**src/rtl/mem_arbiter.sv**
```systemverilog
// Arbitrates the single byte-wide RAM port between instruction fetch and the memory stage.
// Each 32-bit word request is serialised into four byte transfers, and ME has priority over IF.
module mem_arbiter #(
  parameter int unsigned RamAddrW = 17
) (
  input  logic                clk_i,
  input  logic                rst_i,
  input  logic                if_req_i,
  input  logic [31:0]         if_addr_i,
  output logic [31:0]         if_data_o,
  output logic                if_busy_o,
  output logic                if_done_o,
  input  logic                me_r_enable_i,
  input  logic                me_w_enable_i,
  input  logic [3:0]          me_w_mask_i,
  input  logic [31:0]         me_w_data_i,
  input  logic [31:0]         me_addr_i,
  output logic [31:0]         me_r_data_o,
  output logic                me_busy_o,
  output logic                me_done_o,
  output logic [RamAddrW-1:0] ram_addr_o,
  output logic                ram_wr_o,
  output logic [7:0]          ram_dout_o,
  input  logic [7:0]          ram_din_i
);

  typedef enum logic [1:0] {StIdle, StAccess, StDone} state_e;
  typedef enum logic {OwnIf, OwnMe} owner_e;

  state_e                state_q, state_d;
  owner_e                owner_q;
  logic [2:0]            cnt_q, cnt_d;
  logic [RamAddrW-1:2]   base_q;
  logic                  wr_q;
  logic [3:0]            mask_q;
  logic [31:0]           wdata_q;
  logic [31:0]           if_data_q, me_r_data_q;
  logic                  grant_me, grant_if;
  logic                  capture, drive;
  logic [1:0]            cap_idx;
  logic [4:0]            cap_pos, out_pos;

  logic unused_addr;
  assign unused_addr = ^{me_addr_i[31:RamAddrW], me_addr_i[1:0],
                         if_addr_i[31:RamAddrW], if_addr_i[1:0]};

  always_comb begin
    state_d  = state_q;
    cnt_d    = cnt_q;
    grant_me = 1'b0;
    grant_if = 1'b0;
    unique case (state_q)
      StIdle: begin
        cnt_d = 3'd0;
        if (me_w_enable_i || me_r_enable_i) begin
          grant_me = 1'b1;
          state_d  = StAccess;
        end else if (if_req_i) begin
          grant_if = 1'b1;
          state_d  = StAccess;
        end
      end
      StAccess: begin
        // Reads need a fifth cycle to collect the last byte from the registered RAM.
        if ((wr_q && cnt_q == 3'd3) || cnt_q == 3'd4) begin
          state_d = StDone;
          cnt_d   = 3'd0;
        end else begin
          cnt_d = cnt_q + 3'd1;
        end
      end
      StDone:  state_d = StIdle;
      default: state_d = StIdle;
    endcase
  end

  assign capture = (state_q == StAccess) && !wr_q && (cnt_q != 3'd0);
  assign cap_idx = cnt_q[1:0] - 2'd1;
  assign cap_pos = {cap_idx, 3'b000};

  always_ff @(posedge clk_i) begin
    if (rst_i) begin
      state_q     <= StIdle;
      cnt_q       <= 3'd0;
      owner_q     <= OwnIf;
      base_q      <= '0;
      wr_q        <= 1'b0;
      mask_q      <= 4'd0;
      wdata_q     <= 32'd0;
      if_data_q   <= 32'd0;
      me_r_data_q <= 32'd0;
    end else begin
      state_q <= state_d;
      cnt_q   <= cnt_d;
      if (grant_me || grant_if) begin
        owner_q <= grant_me ? OwnMe : OwnIf;
        base_q  <= grant_me ? me_addr_i[RamAddrW-1:2] : if_addr_i[RamAddrW-1:2];
        wr_q    <= grant_me && me_w_enable_i;
        mask_q  <= me_w_mask_i;
        wdata_q <= me_w_data_i;
      end
      if (capture) begin
        if (owner_q == OwnIf) if_data_q[cap_pos +: 8] <= ram_din_i;
        else                  me_r_data_q[cap_pos +: 8] <= ram_din_i;
      end
    end
  end

  assign drive   = (state_q == StAccess) && !cnt_q[2];
  assign out_pos = {cnt_q[1:0], 3'b000};

  always_comb begin
    ram_addr_o = '0;
    ram_wr_o   = 1'b0;
    ram_dout_o = 8'd0;
    if (drive) begin
      ram_addr_o = {base_q, cnt_q[1:0]};
      if (wr_q) begin
        ram_wr_o   = mask_q[cnt_q[1:0]];
        ram_dout_o = wdata_q[out_pos +: 8];
      end
    end
  end

  assign if_busy_o   = (state_q != StIdle);
  assign me_busy_o   = (state_q != StIdle);
  assign if_done_o   = (state_q == StDone) && (owner_q == OwnIf);
  assign me_done_o   = (state_q == StDone) && (owner_q == OwnMe);
  assign if_data_o   = if_data_q;
  assign me_r_data_o = me_r_data_q;

endmodule

```
**config.mk**
```make
export PLATFORM = sky130hd
export DESIGN_NAME = mem_arbiter
export DESIGN_NICKNAME = d
export VERILOG_FILES = /design/src/rtl/mem_arbiter.sv
export SDC_FILE = /design/constraint.sdc
export NUM_CORES = 1
export LEC_CHECK = 0
export BUFFER_PORTS_ARGS = -buffer_cell sky130_fd_sc_hd__buf_4
export CAP_MARGIN = 15
export CORE_MARGIN = 2
export CORE_UTILIZATION = 40
export CTS_CLUSTER_DIAMETER = 120
export DETAILED_ROUTE_END_ITERATION = 8
export PLACE_DENSITY = 0.67
export SLEW_MARGIN = 30
export SYNTH_ARGS = -nofsm -noshare
export SYNTH_HDL_FRONTEND = slang
export SYNTH_SLANG_ARGS = --single-unit
```
**constraint.sdc**
```tcl
create_clock -name clk_i -period 3.1 [get_ports clk_i]
set_clock_uncertainty 0.15 [all_clocks]
set_input_delay 0.62 -clock clk_i [delete_from_list [all_inputs] [get_ports clk_i]]
set_output_delay 0.62 -clock clk_i [all_outputs]
set_load 0.01 [all_outputs]
```
==> summary.txt, run 1 <==
Yosys
  – Cell taking the most area after synthesis: dfxtp_1
  – Cell area after technology mapping: 5800 µm²
  – Synth top area share: 42.1%
  – Sequential cell area fraction in the yosys report: between 40% and 50%
  – Cell variety after synth: 38
  – Post-synthesis net count: roughly 700
  – Top_reg_cell synth: dfxtp_1
  – Mapped Avg Cell Area: 10.1 µm²
  – Most used standard cells in the synthesized netlist: nand2b_1 (147), dfxtp_1 (122), mux2i_1 (84), clkbuf_1 (28), nand2_1 (25)
  – Leading cell types by total area after synthesis: dfxtp_1 (42%), nand2b_1 (16%), mux2i_1 (14%)
  – Post-synth ARST share: 0%
  – Count of state elements after synthesis: 122
  – Most used standard cell by instance count after synthesis: nand2b_1
  – Synth Instances: about 580
  – Yosys warning total: 0
  – Number of enable-type register cells in the synthesized netlist: 0

Drt
  – Post-Route WL: 14,900 µm
  – Starting DRT DRC Count: 260
  – Wire per inst: 16.1 µm
  – Mean number of vias per cell: 5.12
  – Number of optimization iterations in the first detailed-route pass: 4
  – DRC: 0
  – Count of antenna-violating nets left after detailed routing: 0
  – Routed vias: 4,766

GRT
  – Wire length of the first global-routing pass: 24,100 µm
  – Pin count of the biggest net entering global routing: 79
  – GRT Util Overall: about a fifth
  – Initial antenna violation count: 0
  – Vias in the first global route: 4,813
  – Total global routing overflow: 0

Worst setup path
  – Critical path depth in cells: 4
  – Family with the most delay on the worst path: simple AND/OR/NAND/NOR gates
  – Slowest CP cell: nand3_1
  – Worst reg2reg setup slack: 0.60 ns
  – Worst R2R Start: cnt_q[0]
  – Delay of the slowest cell on the worst path: 0.49 ns
  – Depth of the worst register-to-register path: 6
  – Crit path launch type: flop
  – CP Capture Type: output pin
  – Capture instance of the worst register-to-register path: if_data_o[3]
  – Sequence of cells on the critical path: inv_1 > nand3_1 > nor2b_1 > buf_4
  – Arrival time at the worst endpoint: 2.11 ns
  – Largest fanout on the critical path: 17
  – Startpoint of the worst setup timing path: cnt_q[2]
  – Last element of the critical path: ram_dout_o[1]
  – Number of buffers and inverters on the critical path: 2
  – Crit path kind: flop to output pin
  – Required @ worst endpoint: 2.33 ns

STA
  – Final setup viols: 0
  – Slew Limit Headroom: 48.8%
  – Final critical-path required period: 2.88 ns
  – Hold violation count in the final report: 0
  – Setup TNS: 0 ns
  – Number of max-slew violations in the final report: 0
  – Part of the cycle the worst path needs: 93.0%
  – Transition time at the pin with the least slew margin: 0.765 ns
  – Worst setup slack after layout: 0.217 ns
  – Max Freq: between 300 and 400 MHz
  – Unrepaired setup endpoints after global routing: false

CTS
  – Clock latency on the worst-skew pair: 0.42 ns
  – Root cell of the clock tree: clkbuf_16
  – Maximum root-to-sink buffer count: 2
  – Total clock buffers created by CTS: 17
  – Quantity of hold-fixing buffers added after cts: 0
  – Post-CTS clock slew at the launch and capture registers of the worst setup and hold paths: around 0.05 ns
  – # clock sinks: around 120
  – Clock tree from TritonCTS: built
  – Setup repair bufs after CTS: 0
  – Number of H-tree levels: 4
  – Post-CTS sizing: 0

Power
  – Max IR drop VDD: between 0.3 and 0.4 mV
  – Overall power after layout: 4410 µW
  – Cell area power density: between 500 and 600 nW/µm²
  – Lkg Pwr: 0.00360 µW

Placed design
  – Routability-driven placement congestion ratio: approximately 0.80
  – Sum of net half-perimeters after detailed placement: roughly 11,000 µm
  – Buffers on Ports: 172
  – Worst setup timing slack at the placement stage: 0.475 ns
  – Cell count after placement: 899

Layout
  – Net count reported at finish: approximately 850
  – Non-filler cells, final: 931
  – Fill cell count: 1,291
  – Number of antenna cells inserted: 0
  – Share of cells above drive strength 1: 32.9%
  – Area overhead of the layout relative to synthesis: 34.7%

Floorplan
  – CORE AREA: roughly 14,000 µm²
  – Initial cell density of the core: roughly two fifths
  – Number of primary I/O pins: between 200 and 250
  – Die width: between 100 and 150 µm
  – # rows: 44
  – Die span in y: roughly 120 µm
  – Die footprint: 15,500 µm²

Min path
  – Start point of the worst min-delay path: me_w_enable_i
  – Cell count of the worst hold path: 3
  – Type of the most critical hold path: input pin to flop

Outcome
  – Outcome: finished, final reports clean

Job
  – Number of max-capacitance violations reported: 0
through the flow:
stage / utilization (%) / area (µm²) / hold slack, ns
2_1_floorplan: - / 5800 / 0.295
3_3_place_gp: 50.0 / 7180 / 0.306
3_5_place_dp: 50.0 / 7180 / 0.314
4_1_cts: 54.4 / 7820 / 0.296
5_1_grt: 54.4 / 7820 / 0.303
6_report: 54.4 / 7820 / 0.304
worst min path at each step:
stage / end / slack [ns]
floorplan: mask_q[2] / 0.30
global placement: wdata_q[14] / 0.31
detailed placement: mask_q[0] / 0.31
CTS: wr_q / 0.30
global route: base_q[7] / 0.30
finish: wr_q / 0.30
final cells by class:
class                      count  area [µm²]  area share, %
sequential                   122        2440           31.2
tap                          184         230           2.94
clock inverter                14         196           2.51
inverter                      20        75.1          0.960
timing repair buffer         180        1360           17.4
clock buffer                  18         439           5.62
multi-input combinational    393        3070           39.3
state kept, by name, indices dropped and copies added (netlist names):
register / count
cnt_q: 3
owner_q: 1
wdata_q: 32
mask_q: 4
state_q: 2
base_q: 15
wr_q: 1
if_data_o: 32
me_r_data_o: 32
routing by layer:
metal,vias up,track usage [%],share of wire (%)
met4,0,5.68,1.5
met1,2293,24.6,46
met2,130,31.4,48
met3,22,5.80,4.7
li1,2321,-,-
met5,-,0,0
cell usage in the layout (no fill, tap or decap), drive strengths merged:
master	synthesis	routed
buf	14	180
nand2b	147	147
dfxtp	122	122
mux2i	84	84
nand2	25	25
inv	20	21
nor2b	19	19
clkbuf	28	18
and3	17	17
o32ai	16	16
a31oi	15	15
o221a	15	15
mux4	9	9
nand3	8	8
ha	7	7
clkinv	0	6
nor3	5	5
bufinv	0	4
nor2	3	3
nand3b	3	3
clkinvlp	0	3
nor3b	3	3
nor4b	2	2
o21ai	2	2
a21oi	2	2
o31ai	2	2
and3b	1	1
or4b	1	1
and4bb	1	1
nand4bb	1	1
a221o	1	1
or2	1	1
a22oi	1	1
o21a	1	1
a21bo	1	1
cells by family (layout without fill, tap and decap cells):
| kind of cell | count (synthesis) | in the layout | share of synthesized area, % |
|---|---|---|---|
| adders and majority gates | 7 | 7 | 1.51 |
| buffers and inverters | 62 | 232 | 5.00 |
| and+or+nand+nor | 237 | 237 | 25.3 |
| DFF | 122 | 122 | 42.1 |
| AOI/OAI and AO/OA | 56 | 56 | 8.15 |
| muxes | 93 | 93 | 18.0 |
worst min-delay path, cell delays in order:
cell and delay, ns:
buf_4 0.09, nand3b_1 0.06, o21ai_0 0.06
power breakdown:
part           internal (µW)  total [µW]  switching, µW  leakage (µW)
clock                   1370        2100            734      0.000302
sequential              1660        1710           54.6      0.000995
combinational            305         593            287       0.00230
Power figures use the tool's default switching activity.
==> inputs of run 2 (changes only) <==
- CORE_UTILIZATION: 40 -> 30
- PLACE_DENSITY: 0.67 -> 0.53
==> summary.txt, run 2 (synthesis results as in run 1) <==
Drt
  – Number of optimization iterations in the first detailed-route pass: 4 (unchanged)
  – Mean number of vias per cell: 4.68 (-8.6%)
  – Count of antenna-violating nets left after detailed routing: 0 (unchanged)
  – Wire per inst: 16.1 µm (about the same)
  – Post-Route WL: 16,200 µm (+8.1%)
  – DRC: 0 (unchanged)
  – Starting DRT DRC Count: 215 (-17%)
  – Routed vias: 4,708 (-1.2%)

Min path
  – Start point of the worst min-delay path: me_w_enable_i
  – Cell count of the worst hold path: 3 (unchanged)
  – Worst hold endpoint: wr_q
  – Type of the most critical hold path: input pin to flop

STA
  – Unrepaired setup endpoints after global routing: false
  – Hold violation count in the final report: 0 (unchanged)
  – Transition time at the pin with the least slew margin: 0.804 ns (+0.0385 ns)
  – Number of max-slew violations in the final report: 0 (unchanged)
  – Slew Limit Headroom: 46.3% (-2.6 points)
  – Part of the cycle the worst path needs: 92.5% (-0.45 points)
  – Max Freq: 349 MHz (+0.48%)
  – Final critical-path required period: 2.87 ns (-0.0139 ns)
  – Hold Slack: 0.310 ns (+0.00642 ns)
  – Final setup viols: 0 (unchanged)
  – Setup TNS: 0 ns (unchanged)

Outcome
  – Outcome: finished, final reports clean

Worst setup path
  – Depth of the worst register-to-register path: 5 (-1)
  – Largest fanout on the critical path: 17 (unchanged)
  – Crit path kind: flop to output pin
  – CP Capture Type: output pin
  – Worst R2R Start: cnt_q[0]
  – Sequence of cells on the critical path: inv_1 > nand3_1 > nor2b_1 > buf_4
  – Arrival time at the worst endpoint: 2.10 ns (about the same)
  – Crit path launch type: flop
  – Slowest CP cell: nand3_1
  – Worst reg2reg setup slack: 0.54 ns (-0.06 ns)
  – Required @ worst endpoint: 2.33 ns (about the same)
  – Capture instance of the worst register-to-register path: me_r_data_o[23]
  – Delay of the slowest cell on the worst path: 0.48 ns (about the same)

Floorplan
  – Number of primary I/O pins: 207 (unchanged)
  – Initial cell density of the core: 30.8% (-9.6 points)
  – # rows: 50 (+14%)
  – Die width: 143 µm (+15%)
  – Die footprint: 20,500 µm² (+32%)
  – Die span in y: 143 µm (+15%)
  – CORE AREA: 18,800 µm² (+31%)

CTS
  – Post-CTS sizing: 0 (unchanged)
  – Root cell of the clock tree: clkbuf_16
  – Clock latency on the worst-skew pair: 0.41 ns (about the same)
  – Number of H-tree levels: 4 (unchanged)
  – Maximum root-to-sink buffer count: 2 (unchanged)
  – Total clock buffers created by CTS: 17 (unchanged)
  – # clock sinks: 122 (unchanged)
  – Quantity of hold-fixing buffers added after cts: 0 (unchanged)
  – Setup repair bufs after CTS: 0 (unchanged)
  – Clock tree from TritonCTS: built
  – Post-CTS clock slew at the launch and capture registers of the worst setup and hold paths: 0.06 ns (about the same)

GRT
  – Total global routing overflow: 0 (unchanged)
  – Initial antenna violation count: 0 (unchanged)
  – Wire length of the first global-routing pass: 25,700 µm (+6.8%)
  – GRT Util Overall: 16.1% (-3.1 points)
  – Vias in the first global route: 4,906 (+1.9%)
  – Pin count of the biggest net entering global routing: 92 (+16%)

Job
  – Number of max-capacitance violations reported: 0 (unchanged)

Power
  – Lkg Pwr: 0.00357 µW (-0.80%)
  – Max IR drop VDD: 0.380 mV (+12%)
  – Cell area power density: 539 nW/µm² (-4.4%)

Layout
  – Net count reported at finish: 853 (-0.12%)
  – Commonest cells after routing, fill and taps aside: buf_4 (177), nand2b_1 (147), dfxtp_1 (122), mux2i_1 (84), nand2_1 (25)
  – Area overhead of the layout relative to synthesis: 35.5%
  – Most common cell after layout, fill and taps aside: buf_4
  – Share of cells above drive strength 1: 32.8% (-0.090 points)
  – Number of antenna cells inserted: 0 (unchanged)

Placed design
  – Sum of net half-perimeters after detailed placement: 11,500 µm (+8.6%)
  – Buffers on Ports: 172 (unchanged)
  – Routability-driven placement congestion ratio: 0.752 (-5.9%)
run 2: per-stage QoR:
step	instance area, µm²	setup WS, ns	cells	total power (µW)	util, %
floorplan	5800	0.876	577	2140	-
global placement	7280	0.560	974	2330	38.7
detailed placement	7280	0.475	974	2350	38.7
CTS	7860	0.148	1006	4300	41.8
global route	7860	0.0297	1006	4420	41.8
finish	7860	0.231	1006	4240	41.8
run 2: cell type report:
class,instances,area [µm²]
repair buffers,179,1370
fillers,1861,11000
inverters,20,75.1
flip-flops and latches,122,2440
well taps,260,325
multi-input cells,393,3070
clock inverters,12,114
clock buffers,20,467
run 2: critical path: cells and delay by family (launching register included):
| kind | cells | cell delay, ns |
|---|---|---|
| buf+inv | 2 | 0.56 |
| flops | 1 | 0.36 |
| simple gates | 2 | 0.78 |
run 2: report_power, final:
| part | internal (µW) | total (µW) | switching, µW | leakage (µW) |
|---|---|---|---|---|
| combinational | 308 | 597 | 289 | 0.00230 |
| sequential | 1660 | 1710 | 57.3 | 0.000995 |
| clock | 1170 | 1930 | 754 | 0.000275 |
| total | 3140 | 4240 | 1100 | 0.00357 |
run 2: how the worst max path moves through the flow:
stage	from	end	slack [ns]	cells past startpoint
finish	cnt_q[2]	ram_dout_o[2]	0.23	4
global route	cnt_q[2]	ram_dout_o[2]	0.03	4
CTS	cnt_q[2]	ram_dout_o[2]	0.15	4
detailed placement	me_w_enable_i	wdata_q[11]	0.48	5
global placement	me_w_enable_i	wdata_q[4]	0.56	5
floorplan	cnt_q[1]	me_r_data_o[6]	0.88	7
run 2: metal layers:
layer  vias up  track usage (%)  wire length [µm]  share of wire (%)
li1       2316                -                 -                  -
met1      2240             20.4              7290                 45
met2       137             26.1              7630                 47
met3        15             4.39               992                6.1
met4         0             5.99               238                1.5
met5         -                0                 0                  0
